`src/rtl/stencil_stim_window.sv`:
```
// rtl/stencil_stim_window.sv - LFSR stimulus, CONFIG/RUN/DONE window sequencer and output capture
// Capture path (checksum, out_count, in_count) is built only when STENCIL_STIM_CAPTURE_EN is defined.
module stencil_stim_window #(
  parameter int          WIDTH         = 16,
  parameter int          LANES         = 1,
  parameter int          CONFIG_CYCLES = 409,
  parameter int          RUN_CYCLES    = 1000,
  parameter logic [31:0] SEED          = 32'h0000_0001
) (
  input  logic                   clk,
  input  logic                   rst,
  input  logic                   flush,
  input  logic                   read_en,
  output logic [LANES*WIDTH-1:0] stim_data,
  input  logic                   write_valid,
  input  logic [LANES*WIDTH-1:0] write_data,
  output logic                   window_active,
  output logic                   done,
  output logic [31:0]            in_count,
  output logic [31:0]            out_count,
  output logic [31:0]            checksum
);

  localparam logic [31:0] LFSR_MASK  = 32'h8020_0003;
  localparam logic [31:0] CONFIG_END = 32'(CONFIG_CYCLES - 1);
  localparam logic [31:0] RUN_END    = 32'(RUN_CYCLES - 1);

  typedef enum logic [1:0] {
    CONFIG = 2'd0,
    RUN    = 2'd1,
    DONE   = 2'd2
  } state_t;

  state_t      state, state_next;
  logic [31:0] cnt, cnt_next;
  logic        restart;

  assign restart = rst || flush;

  function automatic logic [31:0] lane_seed(input int lane);
    logic [31:0] s;
    s = SEED ^ (32'(lane) * 32'h9E37_79B9);
    return (s == 32'h0) ? 32'h1 : s;
  endfunction

  function automatic logic [31:0] lfsr_step(input logic [31:0] s);
    return (s >> 1) ^ (s[0] ? LFSR_MASK : 32'h0);
  endfunction

  always_ff @(posedge clk) begin
    if (restart) begin
      state         <= CONFIG;
      cnt           <= 32'h0;
      window_active <= 1'b0;
      done          <= 1'b0;
    end else begin
      state         <= state_next;
      cnt           <= cnt_next;
      window_active <= (state_next == RUN);
      done          <= (state_next == DONE);
    end
  end

  always_comb begin
    state_next = state;
    cnt_next   = cnt + 32'h1;
    case (state)
      CONFIG: begin
        if (cnt == CONFIG_END) begin
          state_next = RUN;
          cnt_next   = 32'h0;
        end
      end
      RUN: begin
        if (cnt == RUN_END) begin
          state_next = DONE;
          cnt_next   = 32'h0;
        end
      end
      default: begin
        state_next = DONE;
        cnt_next   = cnt;
      end
    endcase
  end

  // Lane LFSRs advance on read_en in every state so the stream stays aligned with the accelerator.
  logic [31:0] lfsr [LANES];

  always_ff @(posedge clk) begin
    for (int i = 0; i < LANES; i++) begin
      if (restart) begin
        lfsr[i] <= lane_seed(i);
      end else if (read_en) begin
        lfsr[i] <= lfsr_step(lfsr[i]);
      end
    end
  end

  always_comb begin
    stim_data = '0;
    for (int i = 0; i < LANES; i++) begin
      stim_data[i*WIDTH +: WIDTH] = lfsr[i][WIDTH-1:0];
    end
  end

`ifdef STENCIL_STIM_CAPTURE_EN
  logic [31:0] fold;

  always_comb begin
    fold = 32'h0;
    for (int i = 0; i < LANES; i++) begin
      fold = fold ^ 32'(write_data[i*WIDTH +: WIDTH]);
    end
  end

  always_ff @(posedge clk) begin
    if (restart) begin
      in_count  <= 32'h0;
      out_count <= 32'h0;
      checksum  <= 32'h0;
    end else begin
      if (window_active && write_valid) begin
        checksum <= {checksum[30:0], checksum[31]} ^ fold;
        if (out_count != 32'hFFFF_FFFF) begin
          out_count <= out_count + 32'h1;
        end
      end
      if (window_active && read_en && (in_count != 32'hFFFF_FFFF)) begin
        in_count <= in_count + 32'h1;
      end
    end
  end
`else
  logic unused_capture;

  assign unused_capture = ^{write_valid, write_data};
  assign in_count       = 32'h0;
  assign out_count      = 32'h0;
  assign checksum       = 32'h0;
`endif

endmodule

```
`config.mk`:
```
export PLATFORM = sky130hd
export DESIGN_NAME = stencil_stim_window
export DESIGN_NICKNAME = d
export VERILOG_FILES = /design/src/rtl/stencil_stim_window.sv
export SDC_FILE = /design/constraint.sdc
export NUM_CORES = 1
export LEC_CHECK = 0
export ABC_AREA = 1
export CORE_ASPECT_RATIO = 0.8
export CORE_MARGIN = 3
export CORE_UTILIZATION = 47
export CTS_BUF_LIST = sky130_fd_sc_hd__clkbuf_8 sky130_fd_sc_hd__clkbuf_16
export DETAILED_ROUTE_END_ITERATION = 8
export HOLD_SLACK_MARGIN = 0.08
export PLACE_DENSITY = 0.81
export RECOVER_POWER = 50
export REMOVE_ABC_BUFFERS = 1
export SYNTH_ARGS = -nofsm -noshare
export SYNTH_HDL_FRONTEND = slang
export SYNTH_SLANG_ARGS = --single-unit
```
`constraint.sdc`:
```
create_clock -name clk -period 2.7 [get_ports clk]
set_clock_uncertainty 0.15 [all_clocks]
set_input_delay 0.675 -clock clk [delete_from_list [all_inputs] [get_ports clk]]
set_output_delay 0.675 -clock clk [all_outputs]
set_load 0.1 [all_outputs]
```
==> flow_summary.json <==
{
  "avgSynthCellArea_um2": 7.69,
  "hold_viol": 0,
  "post-route-period-util_pct": 86.6,
  "timing.final.ws_setup_ns": 0.361,
  "clk_path_buf_depth": 2,
  "fmax_mhz": 428,
  "cap_viol_max_count": 0,
  "insertion_delay_ns": 0.35,
  "mostFrequentLayoutCells": "nor2_1 (100), conb_1 (96), inv_1 (78)",
  "start_util_pct": 48.8,
  "nFillCells": 831,
  "cp-start-kind": "flip-flop",
  "ys_seq_area_share_pct": 40.3,
  "fin_crit_ns": 2.34,
  "cts_resized": 0,
  "synth_edf_count": 32,
  "dp_slack_ns": 0.207,
  "die_h_um": 90.3,
  "synth_top_cell_area_share_pct": 23.0,
  "synthCells": 543,
  "detail-route-antenna-nets": 0,
  "power_density_mw_per_mm2": 652,
  "cp_slowest_cell": "clkbuf_1",
  "yosys_warnings": 0,
  "syn_area_mm2": 0.00418,
  "worstMarginPinSlew_ns": 1.16,
  "placed_area_mm2": 0.00401,
  "hold_path.class": "reg -> reg",
  "post_cts_buffers": 0,
  "grt_start_max_net_pins": 33,
  "dr_total_vias": 2980,
  "rsz0062_at_grt": "false",
  "yosysUniqueCellTypes": 26,
  "crit_fanout": 1,
  "critPathMaxStageDelay_ns": 0.85,
  "cts_tree": "yes",
  "total_power_uw": 2700,
  "setup_viol": 0,
  "drc": 0,
  "grt_pass1_vias": 2702,
  "tns_ns": 0,
  "via_per_inst": 4.43,
  "grt_first_pass_wirelength_um": 12400,
  "mostFrequentLayoutCell": "nor2_1",
  "first_iter_violations": 166,
  "die-area_mm2": 0.0101,
  "clkTransAtPathRegs_ns": 0.08,
  "worstSetupPathType": "reg -> out",
  "cts_hold_buf": 0,
  "first_pass_iters": 5,
  "gp_congestion": 0.898,
  "cp-end-kind": "output port",
  "diodes": 0,
  "port_buffers": 21,
  "status": "complete, no violations",
  "required_ns": 1.88,
  "grt_antenna_before_repair": 0,
  "avgRoutedWirePerCell_um": 11.1,
  "synth-seq-cells": 68,
  "leakage_uw": 0.00182,
  "htree_levels": 3,
  "slew_viol_final": 0,
  "cts.sinks": 68,
  "cp_top_family": "buffers and inverters",
  "dpl.hpwl_um": 5540,
  "crit_chain": "clkbuf_1",
  "async_reset_ff_share_pct": 0,
  "synthToLayoutAreaGrowth_pct": -1.05,
  "synthFlopType": "dfxtp_1",
  "wirelength_um": 7500,
  "grt_overflow": 0,
  "synth_top_area_cell": "edfxtp_1",
  "cts_buffers": 9,
  "core_mm2": 0.00856,
  "path_buf_inv": 1,
  "synth_area_leaders": "edfxtp_1 (23%), buf_4 (20%), dfxtp_1 (17%)",
  "worst-endpoint-arrival_ns": 1.51,
  "drive_gt1_share_pct": 7.84,
  "ios": 135,
  "die_w_um": 111,
  "fin_area_mm2": 0.00413,
  "track_usage_pct": 15.1,
  "root_buffer": "clkbuf_8",
  "max-slew-margin-rel_pct": 22.9,
  "nNetsFinal": 579,
  "ir_drop_mv": 0.334,
  "rows": 30
}
-- report_power, final --
part	internal [uW]	switching, uW
registers	1100	10.8
logic	24.1	696
clock network	441	426
total	1560	1130
-- layer usage --
metal	global-route usage, %	up-vias	share of wire (%)	routed length, um
li1	-	1491	-	-
met3	4.76	7	9.1	682
met2	22.4	130	45	3380
met1	20.8	1352	45	3340
met5	0	-	0	0
met4	4.86	0	1.2	91
-- synth_stat cells, types with 3 or more instances --
library cell / n
a21oi_1: 8
buf_4: 112
clkbuf_1: 5
dfxtp_1: 36
edfxtp_1: 32
inv_1: 78
nand2_1: 73
nand2_2: 3
nand3_1: 29
nand4_1: 9
nor2_1: 96
nor2_2: 6
nor2_4: 3
nor3_1: 17
o21ai_0: 4
xnor2_1: 3
xor2_1: 17
-- area by class of cell --
type / instances / area, um^2 / share of cell area (%)
Clock buffer: 9 / 124 / 3.00
Tap cell: 112 / 140 / 3.39
Clock inverter: 7 / 81.3 / 1.97
Sequential cell: 68 / 1680 / 40.7
Inverter: 80 / 300 / 7.27
Multi-Input combinational cell: 373 / 1660 / 40.1
Timing Repair Buffer: 24 / 146 / 3.54
-- flip-flops by register name, indices dropped and copies added (netlist names) --
register       count
window_active      1
state              2
cnt               32
lfsr              32
done               1
-- per-stage QoR --
step / utilization (%) / hold slack, ns / std cells
floorplan: - / 0.306 / 521
global placement: 46.9 / 0.335 / 657
detailed placement: 46.9 / 0.367 / 657
CTS: 49.3 / 0.382 / 673
global route: 48.3 / 0.417 / 673
finish: 48.3 / 0.386 / 673
-- path summary, 6_finish.rpt --
| path | end | start | slack [ns] | depth (start not counted) |
|---|---|---|---|---|
| worst max-delay path | window_active | window_active | 0.36 | 1 |
| worst min-delay path | cnt[24] | cnt[24] | 0.39 | 1 |
| worst max register to register | cnt[30] | cnt[1] | 0.64 | 9 |
| worst min register to register | cnt[24] | cnt[24] | 0.39 | 1 |
-- logic make-up (layout without fill, tap and decap cells) --
family	after synthesis	in the layout	share of synthesized area, %
AOI/OAI and AO/OA	15	15	2.01
xor gates and xnor gates	20	20	4.19
adders and majority gates	2	2	0.599
buffers and inverters	197	120	27.8
DFF	68	68	40.3
other	1	96	0.0898
and+or+nand+nor	240	240	25.1
Note: power is estimated with default switching activity, not from simulation.
==> RTL edit 1 (same settings) <==
The option `STENCIL_STIM_CAPTURE_EN` is turned on by a define.
--- a/src/rtl/stencil_stim_window.sv
+++ b/src/rtl/stencil_stim_window.sv
@@ -1,5 +1,7 @@
 // rtl/stencil_stim_window.sv - LFSR stimulus, CONFIG/RUN/DONE window sequencer and output capture
 // Capture path (checksum, out_count, in_count) is built only when STENCIL_STIM_CAPTURE_EN is defined.
+`define STENCIL_STIM_CAPTURE_EN
+
 module stencil_stim_window #(
   parameter int          WIDTH         = 16,
   parameter int          LANES         = 1,
Behaviour: no difference found for any inputs over 10 cycles, from zero or initial values; that may be too few to reach the edited logic, so the function may still have changed.
==> RTL edit 1 against the unedited design <==
  * Final area increased by 150%
  * First-iteration DRC count increased to 4.2 times the old value
  * Area after synthesis increased by 110%
  * Combinational power decreased by 70%
  * Sequential power increased by 130%
  * Setup slack got worse by 0.062 ns
  * Power increased by 87%
  * Worst hold slack got worse by 0.033 ns
  * Critical path depth increased by 5
  * Fmax decreased by 2.6%
  * Wire length increased to 2.9 times the old value
  * Sequential cell count increased by 96
  * Critical endpoint is now checksum[3]
==> RTL edit 1: results (changes against the unedited design) <==
The cell sitting at the root of the clock tree is a sky130_fd_sc_hd__clkbuf_16. The global routing usage on met1 is 29.79% (+9.0 points), and the global-route track usage on met2 is 34.69% (+12 points). The number of buffers inserted to repair setup after CTS is 0 (unchanged).

The logs give 17 (+8) for the number of buffers created by CTS and 41.46% (+1.2 points) for the share of synthesized area occupied by flip-flops and latches. The fill cell instance count of the final layout was 1654 (+99%). Maximum clock insertion buffer count: 2 (unchanged). The tightest min-delay check is of the flop to flop type. The standard cell area after detailed placement was 9843 µm² (+150%); the number of enable flip-flop cells after synthesis was 32 (unchanged). The final weighted congestion in routability-driven placement is 0.9127 (+1.6%), and the actual slew at the worst max-slew pin is 0.8896 ns (-0.2723 ns).

The synthesized area per cell came out at 6.993 µm² (-9.1%). The H-tree depth reported by CTS was 4 (+1); the clock transition at the register clock pins on the worst setup and hold paths after CTS was 0.07 ns. The number of warnings reported in the yosys synthesis log was 0 (unchanged); the arrival time of the worst setup path was 2.61 ns (+1.10 ns). In the synthesized netlist, the cells that appear most often are sky130_fd_sc_hd__nand2_1 (357), sky130_fd_sc_hd__nor2_1 (251), sky130_fd_sc_hd__dfxtp_1 (132). Ranked by total cell area, the synthesized netlist is headed by sky130_fd_sc_hd__dfxtp_1 (30%), sky130_fd_sc_hd__nand2_1 (15%), sky130_fd_sc_hd__edfxtp_1 (11%), sky130_fd_sc_hd__nor2_1 (11%), sky130_fd_sc_hd__inv_1 (4.8%). The post-detailed-placement half-perimeter wirelength came out at 15830 µm (+190%). The fraction of met3 tracks used by global routing is 5.012% (+0.26 points). The number of global-route vias before repair was 7407 (+170%); the unique cell type count in the Yosys netlist was 35 (+35%). The logs give 3.936 nW (+120%) for the standby leakage power and 0 (unchanged) for the number of diodes added for antenna fixing. The share of final-layout standard cells stronger than drive strength 1 came out at 15.38% (+7.5 points). For the DRC violation total after the first TritonRoute iteration, the log shows 695 (+320%). The largest fanout on the critical path was 27 (+26); the final instance count without filler cells was 1597 (+140%).

The run gives 0 (unchanged) as the number of gates resized after CTS. The number of nets in the finished design was 1384 (+140%); the detailed-routing iteration count for the pre-antenna-repair pass was 5 (unchanged). Vias per cell: 5.025 (+13%). For the total net switching power, the log shows 1.254 mW (+11%). The cell family contributing the most delay on the critical path was buffers and inverters.

The count of input and output buffers works out to 134 (+540%). The run finished with clean final reports. The total length of routed wires came out at 21730 µm (+190%). The most used flip-flop cell after synthesis is sky130_fd_sc_hd__dfxtp_1. Worst stage delay on the critical path: 0.53 ns (-0.32 ns).

The tools report the pin count of the biggest net entering global routing as 65 (+97%). Clock latency of the later-clocked register in the worst-skew pair: 0.43 ns (+0.08 ns). The slowest stage of the critical path belongs to the cell sky130_fd_sc_hd__dlygate4sd3_1. The wire length of the first global-routing pass is 36010 µm (+190%). The tools report the total routing resource utilization after global routing as 21.95% (+6.9 points). The worst vdd rail ir drop is 0.3417 mV (+2.4%). The initial antenna violation count is 0 (unchanged), and the fraction of registers with async set or reset after synthesis is 0% (unchanged).
==> RTL edit 1: cell count changes after synthesis, sizes merged, moves of 7 or more <==
cell	delta
a21oi	+67
buf	-83
clkbuf	+15
dfxtp	+96
inv	+33
nand2	+299
nand3b	+21
nand4	+7
nor2	+158
o21ai	+44
xnor2	+25
xor2	+13
==> RTL edit 1: final timing paths <==
path	start	end	slack, ns	cells past startpoint
worst max-delay path	flush	checksum[3]	0.30	6
worst min-delay path	checksum[23]	checksum[23]	0.35	2
worst max register to register	out_count[0]	out_count[12]	0.40	10
worst min register to register	checksum[23]	checksum[23]	0.35	2
==> RTL edit 1: final cells by class <==
class / instances / area (µm²) / area share [%]
clock buffer: 17 / 425.4 / 4.158
clock inverter: 15 / 117.6 / 1.149
inverter: 113 / 424.2 / 4.145
multi-input combinational: 917 / 4355 / 42.57
sequential: 164 / 3603 / 35.22
tap: 225 / 281.5 / 2.751
timing repair buffer: 146 / 1025 / 10.01
==> RTL edit 1: worst min-delay path: cells and delay by family, from the launching register on <==
kind | cells | cell delay, ns
flops | 1 | 0.32
simple gates | 2 | 0.15
==> RTL edit 1: cell families (layout without fill, tap and decap cells) <==
family | count (synthesis) | count (layout) | synth area share, %
compound gates | 124 | 124 | 8.003
xor+xnor | 58 | 58 | 5.844
fa+ha+maj | 4 | 4 | 0.5758
buf+inv | 162 | 291 | 8.435
flops | 164 | 164 | 41.46
simple gates | 731 | 731 | 35.68
==> RTL edit 1: power by group through the flow <==
stage	Clock, mW	Combinational, mW	Sequential, mW
after floorplan	0	0.0716	2.66
after global placement	0	0.228	2.58
after detailed placement	0	0.230	2.58
after CTS	2.32	0.230	2.53
after global routing	2.43	0.235	2.53
final	2.29	0.217	2.53
==> RTL edit 1: metal layers <==
layer | share of wire [%] | vias to the layer above
met3 | 6.6 | 39
met1 | 46 | 3652
li1 | - | 4110
met5 | 0 | -
met4 | 2.3 | 0
met2 | 45 | 224
==> RTL edit 1: per-stage QoR <==
step	hold WS, ns	setup slack [ns]
6_report	0.3535	0.2996
5_1_grt	0.3683	0.1514
4_1_cts	0.3536	0.3909
3_5_place_dp	0.3429	0.2804
3_3_place_gp	0.3375	0.2990
2_1_floorplan	0.3157	-2.050
==> RTL edit 2 (config.mk and constraints unchanged) <==
Made on the original files. Register the output `stim_data`, without a reset; this adds one clock of latency there. The other outputs are not delayed to match.
--- a/src/rtl/stencil_stim_window.sv
+++ b/src/rtl/stencil_stim_window.sv
@@ -30,6 +30,8 @@
     RUN    = 2'd1,
     DONE   = 2'd2
   } state_t;
+
+  logic [LANES*WIDTH-1:0] stim_data_d;
 
   state_t      state, state_next;
   logic [31:0] cnt, cnt_next;
@@ -98,9 +100,9 @@
   end
 
   always_comb begin
-    stim_data = '0;
+    stim_data_d = '0;
     for (int i = 0; i < LANES; i++) begin
-      stim_data[i*WIDTH +: WIDTH] = lfsr[i][WIDTH-1:0];
+      stim_data_d[i*WIDTH +: WIDTH] = lfsr[i][WIDTH-1:0];
     end
   end
 
@@ -140,5 +142,9 @@
   assign checksum       = 32'h0;
 `endif
 
+  always_ff @(posedge clk) begin
+    stim_data <= stim_data_d;
+  end
+
 endmodule
 
Behaviour: not the same (Yosys sat finds a counterexample within 4 cycles, from zero or initial values).
==> RTL edit 2 against the unedited design <==
  * Count of clock-buffer cells in the layout stayed put
  * Power up 22%
  * Sequential cell count rose by 16
  * Wire length shrank 2.7%
  * Final area increased by 7.7%
  * Area after synthesis up 3.5%
  * Fmax shrank 0.63%
  * Die area increased by 3.3%
  * Setup slack got worse by 0.015 ns
==> RTL edit 2: results (changes against the unedited design) <==
The source of the worst register-to-register timing path is state[1]. The synthesized-area fraction occupied by ao, oa, aoi and oai cells works out to 2.026% (+0.019 points). Final weighted congestion in routability-driven placement: 0.9051 (+0.77%). The synthesized-area fraction occupied by xor and xnor cells was 2.634% (-1.6 points). The fraction of area in non-clock buffers is 2.473% (-1.1 points). In this run the worst setup path terminates at stim_data[13]. The run gives 2923 (-1.9%) as the total number of vias.

The largest registers in the layout are cnt x32, lfsr x32, stim_data x16. For the final hold slack, the log shows 0.2200 ns (-0.1660 ns). The worst stage delay on the critical path was 0.87 ns (+0.02 ns). The worst hold path endpoint was stim_data[6]. The tools report the number of nets in the finished design as 586 (+1.2%). The startpoint of the most critical hold path was lfsr[0][6]. The layout inverter count without the clock tree is 84 (+5.0%), and the standard cell area after detailed placement is 4262 µm² (+6.2%). Register share of the cell area: 44.97% (+4.3 points).

The fill cell instance count of the final layout was 813 (-2.2%). Number of multi-input combinational cells in the layout: 360 (-3.5%). The run finished with clean final reports. By area the synthesized netlist is led by sky130_fd_sc_hd__dfxtp_1 (24%), sky130_fd_sc_hd__edfxtp_1 (22%), sky130_fd_sc_hd__buf_4 (17%), sky130_fd_sc_hd__nor2_1 (8.3%), sky130_fd_sc_hd__nand2_1 (7.2%). The actual slew at the worst max-slew pin came out at 1.174 ns (+0.01247 ns). The arrival time of the worst setup path was 1.53 ns (+0.02 ns); the post-synthesis share of cell area spent on full adders, half adders and majority gates was 0.5789% (-0.020 points). The clock-cell share of area was 6.773% (+1.8 points). The post-detailed-placement half-perimeter wirelength was 5275 µm (-4.7%). The wire length of the first global-routing pass was 12100 µm (-2.5%). The worst register-to-register path ends at cnt[27].

The count of placed standard cells including taps is 664 (+1.1%). After synthesis, the most frequently instantiated cells are sky130_fd_sc_hd__buf_4 (97), sky130_fd_sc_hd__nor2_1 (96), sky130_fd_sc_hd__nand2_1 (83). The fraction of standard cell area in multi-input logic came out at 35.53% (-4.6 points). The worst hold path depth was 0 (-1).

The unique cell type count in the Yosys netlist was 30 (+15%); the synthesized instance count was 536 (-1.3%). Layout overhead on the synthesized area: 2.981%. The total routing resource utilization after global routing was 14.26% (-0.79 points).
[RTL edit 2: cell count changes after synthesis, moves of 3 or more]
cell,change
sky130_fd_sc_hd__nand2_1,+10
sky130_fd_sc_hd__nand3_1,-19
sky130_fd_sc_hd__dfxtp_1,+16
sky130_fd_sc_hd__xor2_1,-7
sky130_fd_sc_hd__nor3_1,-3
sky130_fd_sc_hd__nand4_1,-3
sky130_fd_sc_hd__buf_4,-15
sky130_fd_sc_hd__inv_1,-5
sky130_fd_sc_hd__inv_2,+8
[RTL edit 2: metal layers]
| metal | vias up | wire (µm) | track usage (%) |
|---|---|---|---|
| li1 | 1496 | - | - |
| met1 | 1292 | 3213 | 18.08 |
| met2 | 130 | 3428 | 23.92 |
| met3 | 5 | 604 | 4.156 |
| met4 | 0 | 47 | 3.604 |
| met5 | - | 0 | 0 |
[RTL edit 2: where the power goes]
group | switching (mW) | internal, mW
Sequential | 0.0131 | 1.35
Combinational | 0.696 | 0.0184
Clock | 0.560 | 0.657
Total | 1.27 | 2.02
